`src/rtl/dest_reg_pipeline_if.sv`:
```
// rtl/dest_reg_pipeline_if.sv - decode/forwarding side bundle for the destination-register pipeline
interface dest_reg_pipeline_if #(
    parameter int CNT_W = 16
);
    logic [3:0]       idRt;
    logic             idWrite;
    logic             idValid;
    logic             stall;
    logic             flush;
    logic             memWait;
    logic [3:0]       RT2;
    logic [3:0]       RT3;
    logic [3:0]       RT4;
    logic             v2;
    logic             v3;
    logic             v4;
    logic             ifIdEn;
    logic             idKill;
    logic [CNT_W-1:0] stallCount;
    logic             stallError;

    modport master (
        output idRt, idWrite, idValid, stall, flush, memWait,
        input  RT2, RT3, RT4, v2, v3, v4, ifIdEn, idKill, stallCount, stallError
    );

    modport slave (
        input  idRt, idWrite, idValid, stall, flush, memWait,
        output RT2, RT3, RT4, v2, v3, v4, ifIdEn, idKill, stallCount, stallError
    );
endinterface

```
`src/rtl/dest_reg_pipeline.sv`:
```
// rtl/dest_reg_pipeline.sv - EX/MEM/WB destination-register tracking with stall, flush, freeze and watchdog
module dest_reg_pipeline #(
    parameter int STALL_LIMIT = 2,
    parameter int CNT_W       = 16
) (
    input  logic                 clk,
    input  logic                 rst_n,
    dest_reg_pipeline_if.slave   bus
);
    localparam int CONS_W = (STALL_LIMIT < 1) ? 1 : $clog2(STALL_LIMIT + 1);
    localparam logic [CONS_W-1:0] LIMIT = CONS_W'(STALL_LIMIT);

    logic [3:0]        rt2_q, rt3_q, rt4_q;
    logic              v2_q, v3_q, v4_q;
    logic [CNT_W-1:0]  cnt_q;
    logic [CONS_W-1:0] consec_q;
    logic              err_q;

    logic              counted;
    logic              take_id;
    logic [3:0]        rt2_d;
    logic              v2_d;
    logic [CONS_W-1:0] consec_inc;

    always_comb begin
        counted    = ~bus.memWait & ~bus.flush & bus.stall;
        take_id    = ~bus.flush & ~bus.stall & bus.idValid;
        // Register 0 is never a destination, so non-writing slots report 0.
        rt2_d      = (take_id & bus.idWrite) ? bus.idRt : 4'd0;
        v2_d       = take_id;
        consec_inc = (consec_q == LIMIT) ? consec_q : consec_q + 1'b1;
    end

    always_ff @(posedge clk or negedge rst_n) begin
        if (!rst_n) begin
            rt2_q    <= 4'd0;
            rt3_q    <= 4'd0;
            rt4_q    <= 4'd0;
            v2_q     <= 1'b0;
            v3_q     <= 1'b0;
            v4_q     <= 1'b0;
            cnt_q    <= '0;
            consec_q <= '0;
            err_q    <= 1'b0;
        end else if (!bus.memWait) begin
            rt2_q <= rt2_d;
            v2_q  <= v2_d;
            rt3_q <= rt2_q;
            v3_q  <= v2_q;
            rt4_q <= rt3_q;
            v4_q  <= v3_q;
            if (counted) begin
                if (cnt_q != '1) begin
                    cnt_q <= cnt_q + 1'b1;
                end
                consec_q <= consec_inc;
                if (consec_inc == LIMIT) begin
                    err_q <= 1'b1;
                end
            end else begin
                consec_q <= '0;
            end
        end
    end

    assign bus.RT2        = rt2_q;
    assign bus.RT3        = rt3_q;
    assign bus.RT4        = rt4_q;
    assign bus.v2         = v2_q;
    assign bus.v3         = v3_q;
    assign bus.v4         = v4_q;
    assign bus.stallCount = cnt_q;
    assign bus.stallError = err_q;
    assign bus.ifIdEn     = ~bus.memWait & (bus.flush | ~bus.stall);
    assign bus.idKill     = ~bus.memWait & bus.flush;
endmodule

```
`src/flat_wrapper.sv`:
```
// flat-port wrapper written by rule: the top's interface ports become plain ports
module dest_reg_pipeline_flat 
#(
    parameter int STALL_LIMIT = 2,
    parameter int CNT_W       = 16
)
  (clk, rst_n, bus_idRt, bus_idWrite, bus_idValid, bus_stall, bus_flush, bus_memWait, bus_RT2, bus_RT3, bus_RT4, bus_v2, bus_v3, bus_v4, bus_ifIdEn, bus_idKill, bus_stallCount, bus_stallError);
  dest_reg_pipeline_if #(.CNT_W(CNT_W)) bus_i ();
  input  logic clk;
  input  logic rst_n;
  input wire logic [$bits(bus_i.idRt)-1:0] bus_idRt;
  input wire logic [$bits(bus_i.idWrite)-1:0] bus_idWrite;
  input wire logic [$bits(bus_i.idValid)-1:0] bus_idValid;
  input wire logic [$bits(bus_i.stall)-1:0] bus_stall;
  input wire logic [$bits(bus_i.flush)-1:0] bus_flush;
  input wire logic [$bits(bus_i.memWait)-1:0] bus_memWait;
  output wire logic [$bits(bus_i.RT2)-1:0] bus_RT2;
  output wire logic [$bits(bus_i.RT3)-1:0] bus_RT3;
  output wire logic [$bits(bus_i.RT4)-1:0] bus_RT4;
  output wire logic [$bits(bus_i.v2)-1:0] bus_v2;
  output wire logic [$bits(bus_i.v3)-1:0] bus_v3;
  output wire logic [$bits(bus_i.v4)-1:0] bus_v4;
  output wire logic [$bits(bus_i.ifIdEn)-1:0] bus_ifIdEn;
  output wire logic [$bits(bus_i.idKill)-1:0] bus_idKill;
  output wire logic [$bits(bus_i.stallCount)-1:0] bus_stallCount;
  output wire logic [$bits(bus_i.stallError)-1:0] bus_stallError;
  assign bus_i.idRt = bus_idRt;
  assign bus_i.idWrite = bus_idWrite;
  assign bus_i.idValid = bus_idValid;
  assign bus_i.stall = bus_stall;
  assign bus_i.flush = bus_flush;
  assign bus_i.memWait = bus_memWait;
  assign bus_RT2 = bus_i.RT2;
  assign bus_RT3 = bus_i.RT3;
  assign bus_RT4 = bus_i.RT4;
  assign bus_v2 = bus_i.v2;
  assign bus_v3 = bus_i.v3;
  assign bus_v4 = bus_i.v4;
  assign bus_ifIdEn = bus_i.ifIdEn;
  assign bus_idKill = bus_i.idKill;
  assign bus_stallCount = bus_i.stallCount;
  assign bus_stallError = bus_i.stallError;
  dest_reg_pipeline #(.STALL_LIMIT(STALL_LIMIT), .CNT_W(CNT_W)) u_core (.clk(clk), .rst_n(rst_n), .bus(bus_i));
endmodule
```
`config.mk`:
```
export PLATFORM = sky130hd
export DESIGN_NAME = dest_reg_pipeline_flat
export DESIGN_NICKNAME = d
export VERILOG_FILES = /design/src/rtl/dest_reg_pipeline_if.sv /design/src/rtl/dest_reg_pipeline.sv /design/src/flat_wrapper.sv
export SDC_FILE = /design/constraint.sdc
export NUM_CORES = 1
export LEC_CHECK = 0
export ABC_AREA = 1
export BUFFER_PORTS_ARGS = -buffer_cell sky130_fd_sc_hd__buf_2
export CORE_MARGIN = 1.5
export CORE_UTILIZATION = 25
export DETAILED_ROUTE_END_ITERATION = 8
export GPL_TIMING_DRIVEN = 1
export PLACE_DENSITY = 0.42
export SYNTH_ARGS = -nofsm -noshare
export SYNTH_HDL_FRONTEND = slang
export SYNTH_SLANG_ARGS = --single-unit
```
`constraint.sdc`:
```
create_clock -name clk -period 1.4 [get_ports clk]
set_clock_uncertainty 0.1 [all_clocks]
set_input_delay 0.14 -clock clk [delete_from_list [all_inputs] [get_ports clk]]
set_output_delay 0.14 -clock clk [all_outputs]
set_load 0.01 [all_outputs]
```
==> metrics.csv <==
stage;metric;value;unit
place;Post-DP HPWL;3210;um
timing;Hold Fails Final Rpt;0;
floorplanning;row count;30;
setup_path;peak fanout along the critical path;7;
setup_path;CP Capture Type;register;
final_layout;share of layout cells above drive strength 1;43.22;%
synth;top_reg_cell synth;dfrtp_1;
synth;post-synthesis cell count;224;
setup_path;Cell Chain, Critical Path;nand2_1 > nor2_2 > nand2_1 > nand2_2 > nand2_8 > clkbuf_16 > nand2_1 > o21ai_2;
setup_path;Arrival @ worst endpoint;1580;ps
clocking;clk buf depth;2;
routing;initial DRC count;31;
setup_path;crit path launch type;register;
pwr;cell area power density;1006;nW/um^2
setup_path;cell family with most CP delay;simple AND/OR/NAND/NOR gates;
synth;list of most frequent post-synthesis cells;nand2_1 (91), dfrtp_1 (34), inv_1 (26), nand3_1 (17), nor2_1 (14);
floorplanning;DIE HEIGHT;85.84;um
pwr;Clk pwr share;27.2;%
routing;via count;1746;
routing;antenna-violating nets left;0;
setup_path;CP most frequent cell;nand2_1;
setup_path;CP max stage cell;dfrtp_2;
pwr;P_int;1805;uW
timing;slew margin rel.;86.02;%
synth;Netlist cell types;21;
global_routing;first-pass GRT wire length;8093;um
clocking;TritonCTS buffer count;5;
synth;synthesized net count;237;
place;total placed cells including tap cells;370;
synth;Yosys reg bits;34;
clocking;TritonCTS Sinks;34;
synth;Synth area leaders;dfrtp_1 (50%), nand2_1 (20%), inv_1 (5.7%);
setup_path;Crit path largest cell delay;420;ps
final_layout;Post-Layout Inst Area;2659;sq um
synth;register area share after synthesis;49.60;%
synth;Yosys warning count;0;
run_status;failing checks;negative setup slack;
synth;Post-Syn Area;1715;sq um
timing;Final WS setup;-90.87;ps
flow_run;MaxCap Viol Count;0;
place;Placement Setup Slack;-84.08;ps
global_routing;GR Overflow Total;0;
final_layout;Area Overhead vs Synth;55.00;%
place;area post-placement;2271;sq um
clocking;CTS tree;yes;
clocking;H-tree Lvls;2;
pwr;Peak VDD IR;443.0;uV
setup_path;CP Data Required Time;1490;ps
timing;Final setup viols;16;
timing;Max Slew Vio Count;0;
place;GPL Wtd Cong;0.7892;
final_layout;antenna cells;0;
global_routing;initial antenna violation count;0;
timing;period utilization;106.5;%
routing;DRC;0;
routing;Routed WL;4753;um
run_status;outcome;complete, but fails checks;
timing;Fmax achieved;0.6708;GHz
global_routing;gr usage total;14.17;%
synth;EDFF count, synth;0;
floorplanning;initial core utilization;25.53;%
routing;Initial DRT Pass Iterations;4;
floorplanning;core area;6719;sq um
pwr;switch share;32.52;%
place;Port Buffers;44;
final_layout;final net count;330;
setup_path;Worst Path Buf+Inv;1;
synth;Yosys top cell by area;dfrtp_1;
hold_path;Hold WC Path Type;in2reg;
clocking;Root Driver;clkbuf_8;
timing;RSZ-0062 raised after global routing;yes;
pwr;sequential share of power;43.0;%
pwr;P_sw;869.9;uW
clocking;Worst-Skew Late Latency;300;ps
floorplanning;Die W;85.84;um
timing;Final min period;1491;ps
global_routing;pin count of the biggest net entering global routing;35;
synth;top-count cell post-synth;nand2_1;
global_routing;vias in the first global route;1753;
floorplanning;full die area;7368;sq um
final_layout;final cell count without fillers;397;
clocking;CTS clk-pin slew, worst paths;80;ps
setup_path;kind of critical path;reg2reg;
routing;routed vias/inst;4.398;
synth;share of the synthesized area in the top cell type;49.60;%
synth;Mapped Avg Cell Area;7.658;sq um
routing;Wirelength per Cell;11.97;um
timing;worst slew pin tran;209.0;ps
pwr;combinational power share;29.7;%
pwr;Pleak;0.001365;uW
synth;asr flop ratio synth;100.0;%
floorplanning;io pins;45;
[through the flow]
step | total power [uW] | util, % | hold WS, ps | setup TNS, ps
after floorplan | 1470 | - | -255.6 | -1693
after global routing | 2837 | 39.57 | 39.54 | -2116
after global placement | 1830 | 33.80 | 24.30 | -314.8
after CTS | 2641 | 37.75 | 2.052 | -956.9
after detailed placement | 1827 | 33.80 | 22.88 | -1034
final | 2675 | 39.57 | 5.900 | -983.8
[worst min-delay path, delay by kind of cell]
| family | cells | cell delay [ps] |
|---|---|---|
| compound gates | 1 | 70 |
| buf+inv | 1 | 80 |
| simple gates | 1 | 70 |
[final timing paths]
| check | startpoint | end | slack, ps | depth (start not counted) |
|---|---|---|---|---|
| hold / removal | bus_idRt[2] | u_core.bus.RT2[2] | 6 | 3 |
| hold reg to reg | u_core.bus.stallError | u_core.bus.stallError | 370 | 2 |
| min in group asynchronous | rst_n | u_core.bus.stallCount[4] | 220 | 3 |
| max in group asynchronous | rst_n | u_core.bus.stallCount[8] | 760 | 3 |
| setup / recovery | u_core.bus.stallCount[8] | u_core.bus.stallCount[7] | -90 | 8 |
| setup reg to reg | u_core.bus.stallCount[8] | u_core.bus.stallCount[7] | -90 | 8 |
[routing by layer]
layer / wire, um / track usage, %
met4: 61 / 5.132
met1: 2185 / 17.65
met2: 2288 / 23.48
met5: 0 / 0
met3: 217 / 3.946
[layout make-up]
type                       instances  area, sq um
tap                               80        100.1
sequential                        34        852.1
inverter                          27        102.6
timing repair buffer              91        670.6
clock buffer                       5        68.82
clock inverter                     2        10.01
fill                             710         4060
multi-input combinational        158        854.6
[cells by family after synthesis]
family,Yosys count,share of synthesized area [%]
xor gates and xnor gates,2,1.021
adders and majority gates,2,1.459
AOI/OAI and AO/OA,16,5.325
buffers and inverters,32,7.950
and+or+nand+nor,138,34.65
DFF,34,49.60
[power by group through the flow]
stage | Clock (uW) | Combinational (uW) | Sequential [uW]
2_1_floorplan | 0 | 247 | 1220
4_1_cts | 755 | 718 | 1170
6_report | 728 | 795 | 1150
5_1_grt | 799 | 874 | 1160
3_5_place_dp | 0 | 643 | 1180
3_3_place_gp | 0 | 646 | 1180
[layout by cell type (no fill, tap or decap), types with 5 or more instances in the layout]
cell,netlist,final
buf_2,1,44
nand2_1,91,77
dfrtp_1,34,33
o21ai_0,12,11
nand3_2,0,6
nor2_4,1,5
nand3_1,17,11
buf_4,0,37
clkbuf_8,0,5
inv_1,26,26
nor2_2,3,5
nand2_2,5,16
nor2_1,14,8
[registers in the layout (all words and copies together), names as in the netlist]
signal and count:
u_core.bus.RT2 4, u_core.bus.RT3 4, u_core.bus.RT4 4, u_core.bus.stallCount 16
u_core.bus.stallError 1, u_core.bus.v2 1, u_core.bus.v3 1, u_core.bus.v4 1
u_core.consec_q 2
[timing repair]
action                                 CTS  global route
setup endpoints to repair               16            16
cloned                                   1             1
endpoints found under the hold margin   37             0
hold buffers                             4             0
resized for setup                       16            19
setup buffers                           10             4
pin swaps                                7            13
Power figures use the tool's default switching activity.
